**src/rtl/coffee_pkg.sv**
```systemverilog
// rtl/coffee_pkg.sv - shared state/fault encodings and sizing helper for the brew sequencer
package coffee_pkg;

    typedef enum logic [2:0] {
        IDLE,
        CUP_WAIT,
        GRIND,
        HEAT,
        PUMP,
        DONE,
        FAULT
    } brew_state_t;

    typedef enum logic [1:0] {
        F_NONE     = 2'd0,
        F_CUP_TMO  = 2'd1,
        F_HEAT_TMO = 2'd2,
        F_CUP_LOST = 2'd3
    } fault_code_t;

    function automatic int unsigned max4(input int unsigned a, input int unsigned b,
                                         input int unsigned c, input int unsigned d);
        int unsigned m;
        m = a;
        if (b > m) m = b;
        if (c > m) m = c;
        if (d > m) m = d;
        return m;
    endfunction

endpackage

```
**src/rtl/coffee_brew_seq.sv**
```systemverilog
// rtl/coffee_brew_seq.sv - cup/grind/heat/pump brew sequencer with timeout supervision
// Optional BREW_CNT_EN adds a saturating brew_count output of completed brews.
module coffee_brew_seq
    import coffee_pkg::*;
#(
    parameter int unsigned GRIND_CYC    = 8000,
    parameter int unsigned PUMP_CYC     = 40000,
    parameter int unsigned HEAT_TMO_CYC = 400000,
    parameter int unsigned CUP_TMO_CYC  = 200000
) (
    input  logic        clk4m,
    input  logic        rst,
    input  logic        start,
    input  logic        abort,
    input  logic        cup_present,
    input  logic        temp_ok,
    input  logic        fault_clr,
    output logic        grinder_on,
    output logic        heater_on,
    output logic        pump_on,
    output logic        busy,
    output logic        coffee_ready,
    output logic        fault,
    output logic [1:0]  fault_code
`ifdef BREW_CNT_EN
    ,
    output logic [15:0] brew_count
`endif
);

    localparam int unsigned CNT_MAX = max4(GRIND_CYC, PUMP_CYC, HEAT_TMO_CYC, CUP_TMO_CYC);
    localparam int          CNT_W   = $clog2(CNT_MAX) + 1;

    localparam logic [CNT_W-1:0] GRIND_LAST = CNT_W'(GRIND_CYC - 1);
    localparam logic [CNT_W-1:0] PUMP_LAST  = CNT_W'(PUMP_CYC - 1);
    localparam logic [CNT_W-1:0] HEAT_LAST  = CNT_W'(HEAT_TMO_CYC - 1);
    localparam logic [CNT_W-1:0] CUP_LAST   = CNT_W'(CUP_TMO_CYC - 1);

    brew_state_t      state_q, state_d;
    fault_code_t      code_q, code_d;
    logic [CNT_W-1:0] cnt_q, cnt_d;

    always_ff @(posedge clk4m or posedge rst) begin
        if (rst) begin
            state_q <= IDLE;
            code_q  <= F_NONE;
            cnt_q   <= '0;
        end else begin
            state_q <= state_d;
            code_q  <= code_d;
            cnt_q   <= cnt_d;
        end
    end

    // abort is tested first in every active state so it beats timeout, completion and cup loss
    always_comb begin
        state_d = state_q;
        code_d  = code_q;
        case (state_q)
            IDLE: begin
                if (start) state_d = CUP_WAIT;
            end
            CUP_WAIT: begin
                if (abort)                 state_d = IDLE;
                else if (cup_present)      state_d = GRIND;
                else if (cnt_q == CUP_LAST) begin
                    state_d = FAULT;
                    code_d  = F_CUP_TMO;
                end
            end
            GRIND: begin
                if (abort)                    state_d = IDLE;
                else if (cnt_q == GRIND_LAST) state_d = HEAT;
            end
            HEAT: begin
                if (abort)                  state_d = IDLE;
                else if (temp_ok)           state_d = PUMP;
                else if (cnt_q == HEAT_LAST) begin
                    state_d = FAULT;
                    code_d  = F_HEAT_TMO;
                end
            end
            PUMP: begin
                if (abort)             state_d = IDLE;
                else if (!cup_present) begin
                    state_d = FAULT;
                    code_d  = F_CUP_LOST;
                end else if (cnt_q == PUMP_LAST) state_d = DONE;
            end
            DONE: begin
                if (!cup_present) state_d = IDLE;
            end
            FAULT: begin
                if (fault_clr) begin
                    state_d = IDLE;
                    code_d  = F_NONE;
                end
            end
            default: state_d = IDLE;
        endcase

        // Only timed states count; the idle-type states park the counter at zero
        cnt_d = '0;
        if (state_d == state_q && state_q inside {CUP_WAIT, GRIND, HEAT, PUMP})
            cnt_d = cnt_q + 1'b1;
    end

    assign grinder_on   = (state_q == GRIND);
    assign heater_on    = (state_q == HEAT) || (state_q == PUMP);
    assign pump_on      = (state_q == PUMP);
    assign coffee_ready = (state_q == DONE);
    assign fault        = (state_q == FAULT);
    assign busy         = (state_q != IDLE);
    assign fault_code   = code_q;

`ifdef BREW_CNT_EN
    logic [15:0] brew_cnt_q, brew_cnt_d;

    always_comb begin
        brew_cnt_d = brew_cnt_q;
        if (state_q == PUMP && state_d == DONE && brew_cnt_q != 16'hFFFF)
            brew_cnt_d = brew_cnt_q + 16'd1;
    end

    always_ff @(posedge clk4m or posedge rst) begin
        if (rst) brew_cnt_q <= '0;
        else     brew_cnt_q <= brew_cnt_d;
    end

    assign brew_count = brew_cnt_q;
`endif

endmodule

```
**config.mk**
```make
export PLATFORM = sky130hd
export DESIGN_NAME = coffee_brew_seq
export DESIGN_NICKNAME = d
export VERILOG_FILES = /design/src/rtl/coffee_pkg.sv /design/src/rtl/coffee_brew_seq.sv
export SDC_FILE = /design/constraint.sdc
export NUM_CORES = 1
export LEC_CHECK = 0
export CAP_MARGIN = 20
export CORE_ASPECT_RATIO = 0.7
export CORE_MARGIN = 1
export CORE_UTILIZATION = 57
export DETAILED_ROUTE_END_ITERATION = 10
export PLACE_DENSITY_LB_ADDON = 0.25
export SKIP_CTS_REPAIR_TIMING = 1
export SYNTH_ARGS = -nofsm -noshare
export SYNTH_HDL_FRONTEND = slang
export SYNTH_SLANG_ARGS = --single-unit
```
**constraint.sdc**
```tcl
create_clock -name clk4m -period 2.2 [get_ports clk4m]
set_input_delay 0.44 -clock clk4m [delete_from_list [all_inputs] [get_ports clk4m]]
set_output_delay 0.44 -clock clk4m [all_outputs]
set_load 0.01 [all_outputs]
```
==> results.toml, run 1 <==
[status]
status = "completed"

[floorplan]
die_h_um = 48.0
design.core.area_sq_um = 2840
chipWidth_um = 67.8
num_rows = 16
initial_core_util_pct = 60.7
die_area_sq_um = 3250
ios = 15

[logic_synthesis]
synth.mux.area_fraction_pct = 1.23
async_flop_share_pct = 100
yosys.area_share.xor_xnor_pct = 9.14
synth_top_family_by_area = "simple AND/OR/NAND/NOR gates"
synth-seq-cells = 25
synthFlopType = "dfrtp_1"
synth_edf_count = 0
synth_seq_area_share_pct = 36.3
synth_simple_gate_area_share_pct = 33.4
avgSynthCellArea_sq_um = 9.03
synth_fa_ha_area_share_pct = 0.725
synthesis.nets = 199
yosysWarnings = 0
synth-compound-area-share_pct = 11.2
postSynthCellCount = 191
syn_area_sq_um = 1730
ys_types = 53

[cts]
htree_levels = 1
cts.sinks = 25
cts-root-buf = "clkbuf_8"
cts_tree = "built"
cts_buffer_depth = 2
numCtsBuffers = 3
clkLatencyLatePin_ps = 280
cts.clk_slew.worst_paths_ps = 100

[worst_setup_path]
critPathBufInv = 2
start_kind = "primary input"
criticalPathCategory = "primary input to flop"
cp.required_ps = 2400
cp.depth = 6
path_cells = "clkdlybuf4s50_1 -> or4_2 -> a21oi_1 -> a211oi_2 -> buf_12 -> nor3_1"
cp-end-kind = "flop"
cp_max_fo = 20
critPathTopFamily = "simple AND/OR/NAND/NOR gates"
cpMaxStageDelayCell = "or4_2"
cp.arrival_ps = 2320
reg2reg_depth = 6
slowest_delay_ps = 690

[detailed_routing]
routed_wl_mm = 4.12
drt_iter0_drc = 166
viasPerCell = 6.13
drc = 0
wire_per_inst_um = 16.1
postRouteAntennaNets = 0
first_pass_iters = 4
vias = 1570

[grt]
grt_usage_pct = 28.6
grt_pass1_wl_mm = 6.50
grt_max_degree = 26
overflow = 0
antenna_found_initial = 0
grt_pass1_vias = 1330

[placed_design]
gp_congestion = 0.870
io_buffers = 14
dpl.hpwl_mm = 3.03
pre_cts_ws_ps = -199
dp.cells = 250

[power_and_ir_drop]
p_comb_share_pct = 27.8
switching_share_pct = 30.3
total_power_mw = 1.10
seqPwrFrac_pct = 46.2
power-per-cell-area_nw_per_um2 = 530
internal_power_mw = 0.766
p_leak_nw = 0.849
max-vdd-ir-drop_v = 0.000368
power_switching_mw = 0.333
pwr-share-clk_pct = 26.0

[cells_and_area]
diodes = 0
fin_nets = 229
drive_above_1_share_pct = 23.2
stdcell_count = 256
area_delta_synth_final_pct = 20.2

[timing]
slew_viol_final = 0
relSlewSlack_pct = 78.7
holdWs_ps = 498
fin_crit_sh_pct = 96.3
finClkSkew_ps = 14.3
clock.fmax_ghz = 0.472
setup_tns_ps = 0
tightestPinTransition_ps = 320
setup_violations = 0
layout_min_cycle_time_ps = 2120
setup_slack_ps = 81.2
rsz0062_at_grt = "false"
hold_violations = 0

[flow_run]
max_cap_viol_count = 0

[worst_hold_path]
hold_path.class = "primary input to async pin"
[final cells by class]
class                   instances  area (sq um)
inverters                       7          26.3
well taps                      36          45.0
repair buffers                 38           358
clock inverters                 1          7.51
clock buffers                   3          41.3
fillers                       218           769
multi-input cells             146           962
flip-flops and latches         25           633
[power groups by stage]
stage	Combinational, mW	Clock, mW	Sequential (mW)
after floorplan	0.184	0	0.516
after global placement	0.296	0	0.514
after detailed placement	0.306	0	0.516
after CTS	0.307	0.291	0.507
after global routing	0.337	0.308	0.514
final	0.305	0.286	0.508
[flip-flops by register name (all words and copies together) (netlist names)]
signal / cells
cnt_q: 20
fault_code: 2
state_q: 3
[synth_stat cells (all sizes together) (2+ instances only)]
library cell / n / area share (%)
dfrtp: 25 / 36
or3: 4 / 1.5
a31oi: 2 / 0.73
o21ai: 7 / 2.0
inv: 7 / 1.5
nor2: 15 / 3.3
nand3: 8 / 2.3
or3b: 2 / 1.0
nand4: 4 / 1.5
nand2: 17 / 3.7
nor4: 6 / 3.9
nor3b: 2 / 0.87
nand2b: 3 / 1.1
and4: 2 / 1.1
buf: 7 / 3.4
o22ai: 2 / 0.73
xor2: 8 / 4.1
xnor2: 10 / 5.1
or4: 2 / 1.2
a21oi: 4 / 1.2
clkbuf: 6 / 3.0
o211ai: 2 / 0.87
nor3: 23 / 7.5
[tightest hold or removal path, cell delays in order]
cell and delay, ps:
clkdlybuf4s50_1 390, inv_1 50, buf_4 300
[metal layers]
layer | track usage [%] | routed length (um)
met1 | 41.4 | 1980
met2 | 43.4 | 1850
met3 | 5.00 | 257
met4 | 8.94 | 27
met5 | 0 | 0
[metrics by stage]
step | util [%] | area [sq um]
after floorplan | - | 1730
after global placement | 70.0 | 1990
after detailed placement | 70.0 | 1990
after global routing | 72.9 | 2070
final | 72.9 | 2070
after CTS | 71.7 | 2040
[path summary, 6_finish.rpt]
check | endpoint | slack [ps] | from
hold / removal | cnt_q[19]$_DFF_PP0_ | 500 | rst
setup reg to reg | cnt_q[6]$_DFF_PP0_ | 100 | cnt_q[7]$_DFF_PP0_
max in group asynchronous | state_q[0]$_DFF_PP0_ | 1420 | rst
setup / recovery | cnt_q[11]$_DFF_PP0_ | 80 | abort
hold reg to reg | cnt_q[0]$_DFF_PP0_ | 500 | cnt_q[0]$_DFF_PP0_
min in group clk4m | cnt_q[0]$_DFF_PP0_ | 500 | cnt_q[0]$_DFF_PP0_
[layout by cell type, fill, tap and decap left out, types with 3 or more instances in the layout]
| cell | count |
|---|---|
| a21oi_1 | 4 |
| buf_4 | 22 |
| clkbuf_8 | 3 |
| clkdlybuf4s50_1 | 9 |
| dfrtp_1 | 19 |
| dfrtp_2 | 6 |
| dlymetal6s2s_1 | 5 |
| inv_1 | 7 |
| nand2_1 | 17 |
| nand2b_1 | 3 |
| nand3_1 | 8 |
| nand4_1 | 4 |
| nor2_1 | 15 |
| nor3_1 | 20 |
| nor3_2 | 3 |
| nor4_1 | 4 |
| o21ai_0 | 6 |
| or3_1 | 4 |
| xnor2_1 | 10 |
| xor2_1 | 8 |
[cells by family after synthesis]
family | count (synthesis)
multiplexers | 2
buffers and inverters | 20
adder cells (fa/ha/maj) | 1
AND/OR/NAND/NOR | 97
AO/OA/AOI/OAI | 28
flip-flops | 25
XOR/XNOR | 18
(Power assumes the default switching activity.)
==> inputs of run 2 (changes only) <==
--- a/config.mk
+++ b/config.mk
@@ -5,10 +5,11 @@
 export SDC_FILE = /design/constraint.sdc
 export NUM_CORES = 1
 export LEC_CHECK = 0
+export ABC_AREA = 1
 export CAP_MARGIN = 20
 export CORE_ASPECT_RATIO = 0.7
 export CORE_MARGIN = 1
-export CORE_UTILIZATION = 57
+export CORE_UTILIZATION = 58
 export DETAILED_ROUTE_END_ITERATION = 10
 export PLACE_DENSITY_LB_ADDON = 0.25
 export SKIP_CTS_REPAIR_TIMING = 1
==> run 2 against run 1 <==
Cell count increased by 17%. Count of clock-buffer cells in the layout unchanged. Core utilization decreased by 0.35 points. Critical endpoint is now pump_on. Final area increased by 3.0%. Via count increased by 10%. Combinational power increased to 2.7 times the previous value. Synthesized area increased by 8.8%.
==> results.toml, run 2 <==
[status]
status = "completed"

[placed_design]
placed_cell_area_sq_um = 2070
io_buffers = 14
dpl.hpwl_mm = 3.32
gp_congestion = 1.04

[flow_run]
max_cap_viol_count = 0

[cts]
htree_levels = 1
cts.sinks = 25
cts_buffer_depth = 2
cts_tree = "built"
cts-root-buf = "clkbuf_8"
numCtsBuffers = 3
clkLatencyLatePin_ps = 270
cts.clk_slew.worst_paths_ps = 80

[timing]
clock.fmax_ghz = 0.471
slew_viol_final = 0
finClkSkew_ps = 4.12
relSlewSlack_pct = 73.4
layout_min_cycle_time_ps = 2120
rsz0062_at_grt = "true"
fin_crit_sh_pct = 96.5
hold_violations = 0
setup_tns_ps = 0
setup_violations = 0
holdWs_ps = 487
tightestPinTransition_ps = 396

[cells_and_area]
regMostFlops = "cnt_q"
final_util_pct = 72.6
fin_nets = 273
final_cell_mix = "nand2_1, inv_1, nor2_1, nand3_1, dfrtp_1"
drive_above_1_share_pct = 20.1
diodes = 0
layout_commonest_cell = "nand2_1"
area_delta_synth_final_pct = 13.7
fin_area_sq_um = 2140
largest_reg_flops = 20

[logic_synthesis]
synth_edf_count = 0
async_flop_share_pct = 100
yosys.area.top_type = "dfrtp_1"
yosysMostFrequentCell = "nand2_1"
yosysWarnings = 0
synthFlopType = "dfrtp_1"
ys_types = 28
avgSynthCellArea_sq_um = 7.60
synth_top_cells_by_area = "dfrtp_1, nor3_2, nand2_1, nand3_1, xor2_1"
synth-seq-cells = 25
postSynthCellCount = 247
synthDominantCellAreaShare_pct = 33.3
netlist_top_cells_count = "nand2_1, inv_1, nor2_1, nand3_1, dfrtp_1"
synth_seq_area_share_pct = 33.3
synthesis.nets = 255
syn_area_sq_um = 1880

[power_and_ir_drop]
total_power_mw = 1.64
seqPwrFrac_pct = 34.1
pwr-share-clk_pct = 16.3
max-vdd-ir-drop_v = 0.000845
switching_share_pct = 43.2
internal_power_mw = 0.928
power_switching_mw = 0.707
p_comb_share_pct = 49.6
power-per-cell-area_nw_per_um2 = 766
p_leak_nw = 0.897

[floorplan]
design.core.area_sq_um = 2940
ios = 15
initial_core_util_pct = 63.8
chipWidth_um = 70.0
die_h_um = 49.6
num_rows = 16
die_area_sq_um = 3470

[worst_setup_path]
criticalPathCategory = "flop to primary output"
r2r_start = "cnt_q[0]$_DFF_PP0_"
cp_max_fo = 9
r2r_setup_slack_ps = 190
cp-end-kind = "primary output"
start_kind = "flop"
r2r-end = "cnt_q[17]$_DFF_PP0_"
reg2reg_depth = 12
cp.required_ps = 1760
cp.arrival_ps = 1680

[detailed_routing]
postRouteAntennaNets = 0
routed_wl_mm = 4.34
wl_met2_mm = 1.71
drt_iter0_drc = 143
wl_met1_mm = 2.19
first_pass_iters = 5
drc = 0
viasPerCell = 5.78
top_layer = "met4"
wl_met3_um = 431
wire_per_inst_um = 14.5
vias = 1733

[grt]
grt_pass1_vias = 1562
overflow = 0
grt_pass1_wl_mm = 7.38
antenna_found_initial = 0
grt_usage_pct = 27.3
grt_max_degree = 26

[worst_hold_path]
hold_path_end = "cnt_q[0]$_DFF_PP0_"
min_from = "cnt_q[0]$_DFF_PP0_"
hold_path.class = "flop to flop"
holdPathStages = 1
## run 2: per-layer routing
| layer | global-route usage [%] | up-vias |
|---|---|---|
| li1 | - | 838 |
| met1 | 43.3 | 805 |
| met2 | 38.6 | 88 |
| met3 | 5.73 | 2 |
| met4 | 3.00 | 0 |
| met5 | 0 | - |
## run 2: how the worst max path moves through the flow
stage / start / to / slack [ps] / depth (start not counted)
after global routing: state_q[0]$_DFF_PP0_ / heater_on / -20 / 4
final: state_q[0]$_DFF_PP0_ / pump_on / 80 / 4
after CTS: state_q[0]$_DFF_PP0_ / pump_on / -40 / 4
after floorplan: cnt_q[0]$_DFF_PP0_ / cnt_q[8]$_DFF_PP0_ / 440 / 12
after detailed placement: cup_present / cnt_q[16]$_DFF_PP0_ / -20 / 10
after global placement: cup_present / cnt_q[17]$_DFF_PP0_ / -10 / 10
## run 2: area by class of cell
| class | instances | area, sq um |
|---|---|---|
| inverter | 39 | 154 |
| timing repair buffer | 19 | 203 |
| multi-input combinational | 177 | 1060 |
| tap | 36 | 45.0 |
| clock inverter | 1 | 5.00 |
| clock buffer | 3 | 41.3 |
| sequential | 25 | 628 |
| fill | 243 | 807 |
## run 2: critical path: stages (launching register included)
cell and delay, ps:
dfrtp_2 460, inv_4 140, nand3_2 140, inv_1 130
clkdlybuf4s50_1 540
## run 2: metrics by stage
step,std cells,setup WS [ps]
after floorplan,247,444
after global placement,296,-14.0
after detailed placement,296,-21.7
after CTS,300,-36.5
after global routing,300,-23.9
final,300,78.0
## run 2: logic make-up after synthesis
family                   Yosys count  share of synthesized area (%)
AO/OA/AOI/OAI                     13                           3.86
XOR/XNOR                          16                           7.46
adder cells (fa/ha/maj)            1                          0.666
buffers and inverters             45                           10.7
flip-flops                        25                           33.3
AND/OR/NAND/NOR                  147                           44.0
## run 2: power groups by stage
stage | Sequential (mW) | Clock (mW) | Combinational (mW)
after detailed placement | 0.555 | 0 | 0.795
after global routing | 0.566 | 0.291 | 0.876
after floorplan | 0.554 | 0 | 0.569
after global placement | 0.556 | 0 | 0.787
after CTS | 0.546 | 0.279 | 0.792
final | 0.558 | 0.266 | 0.811
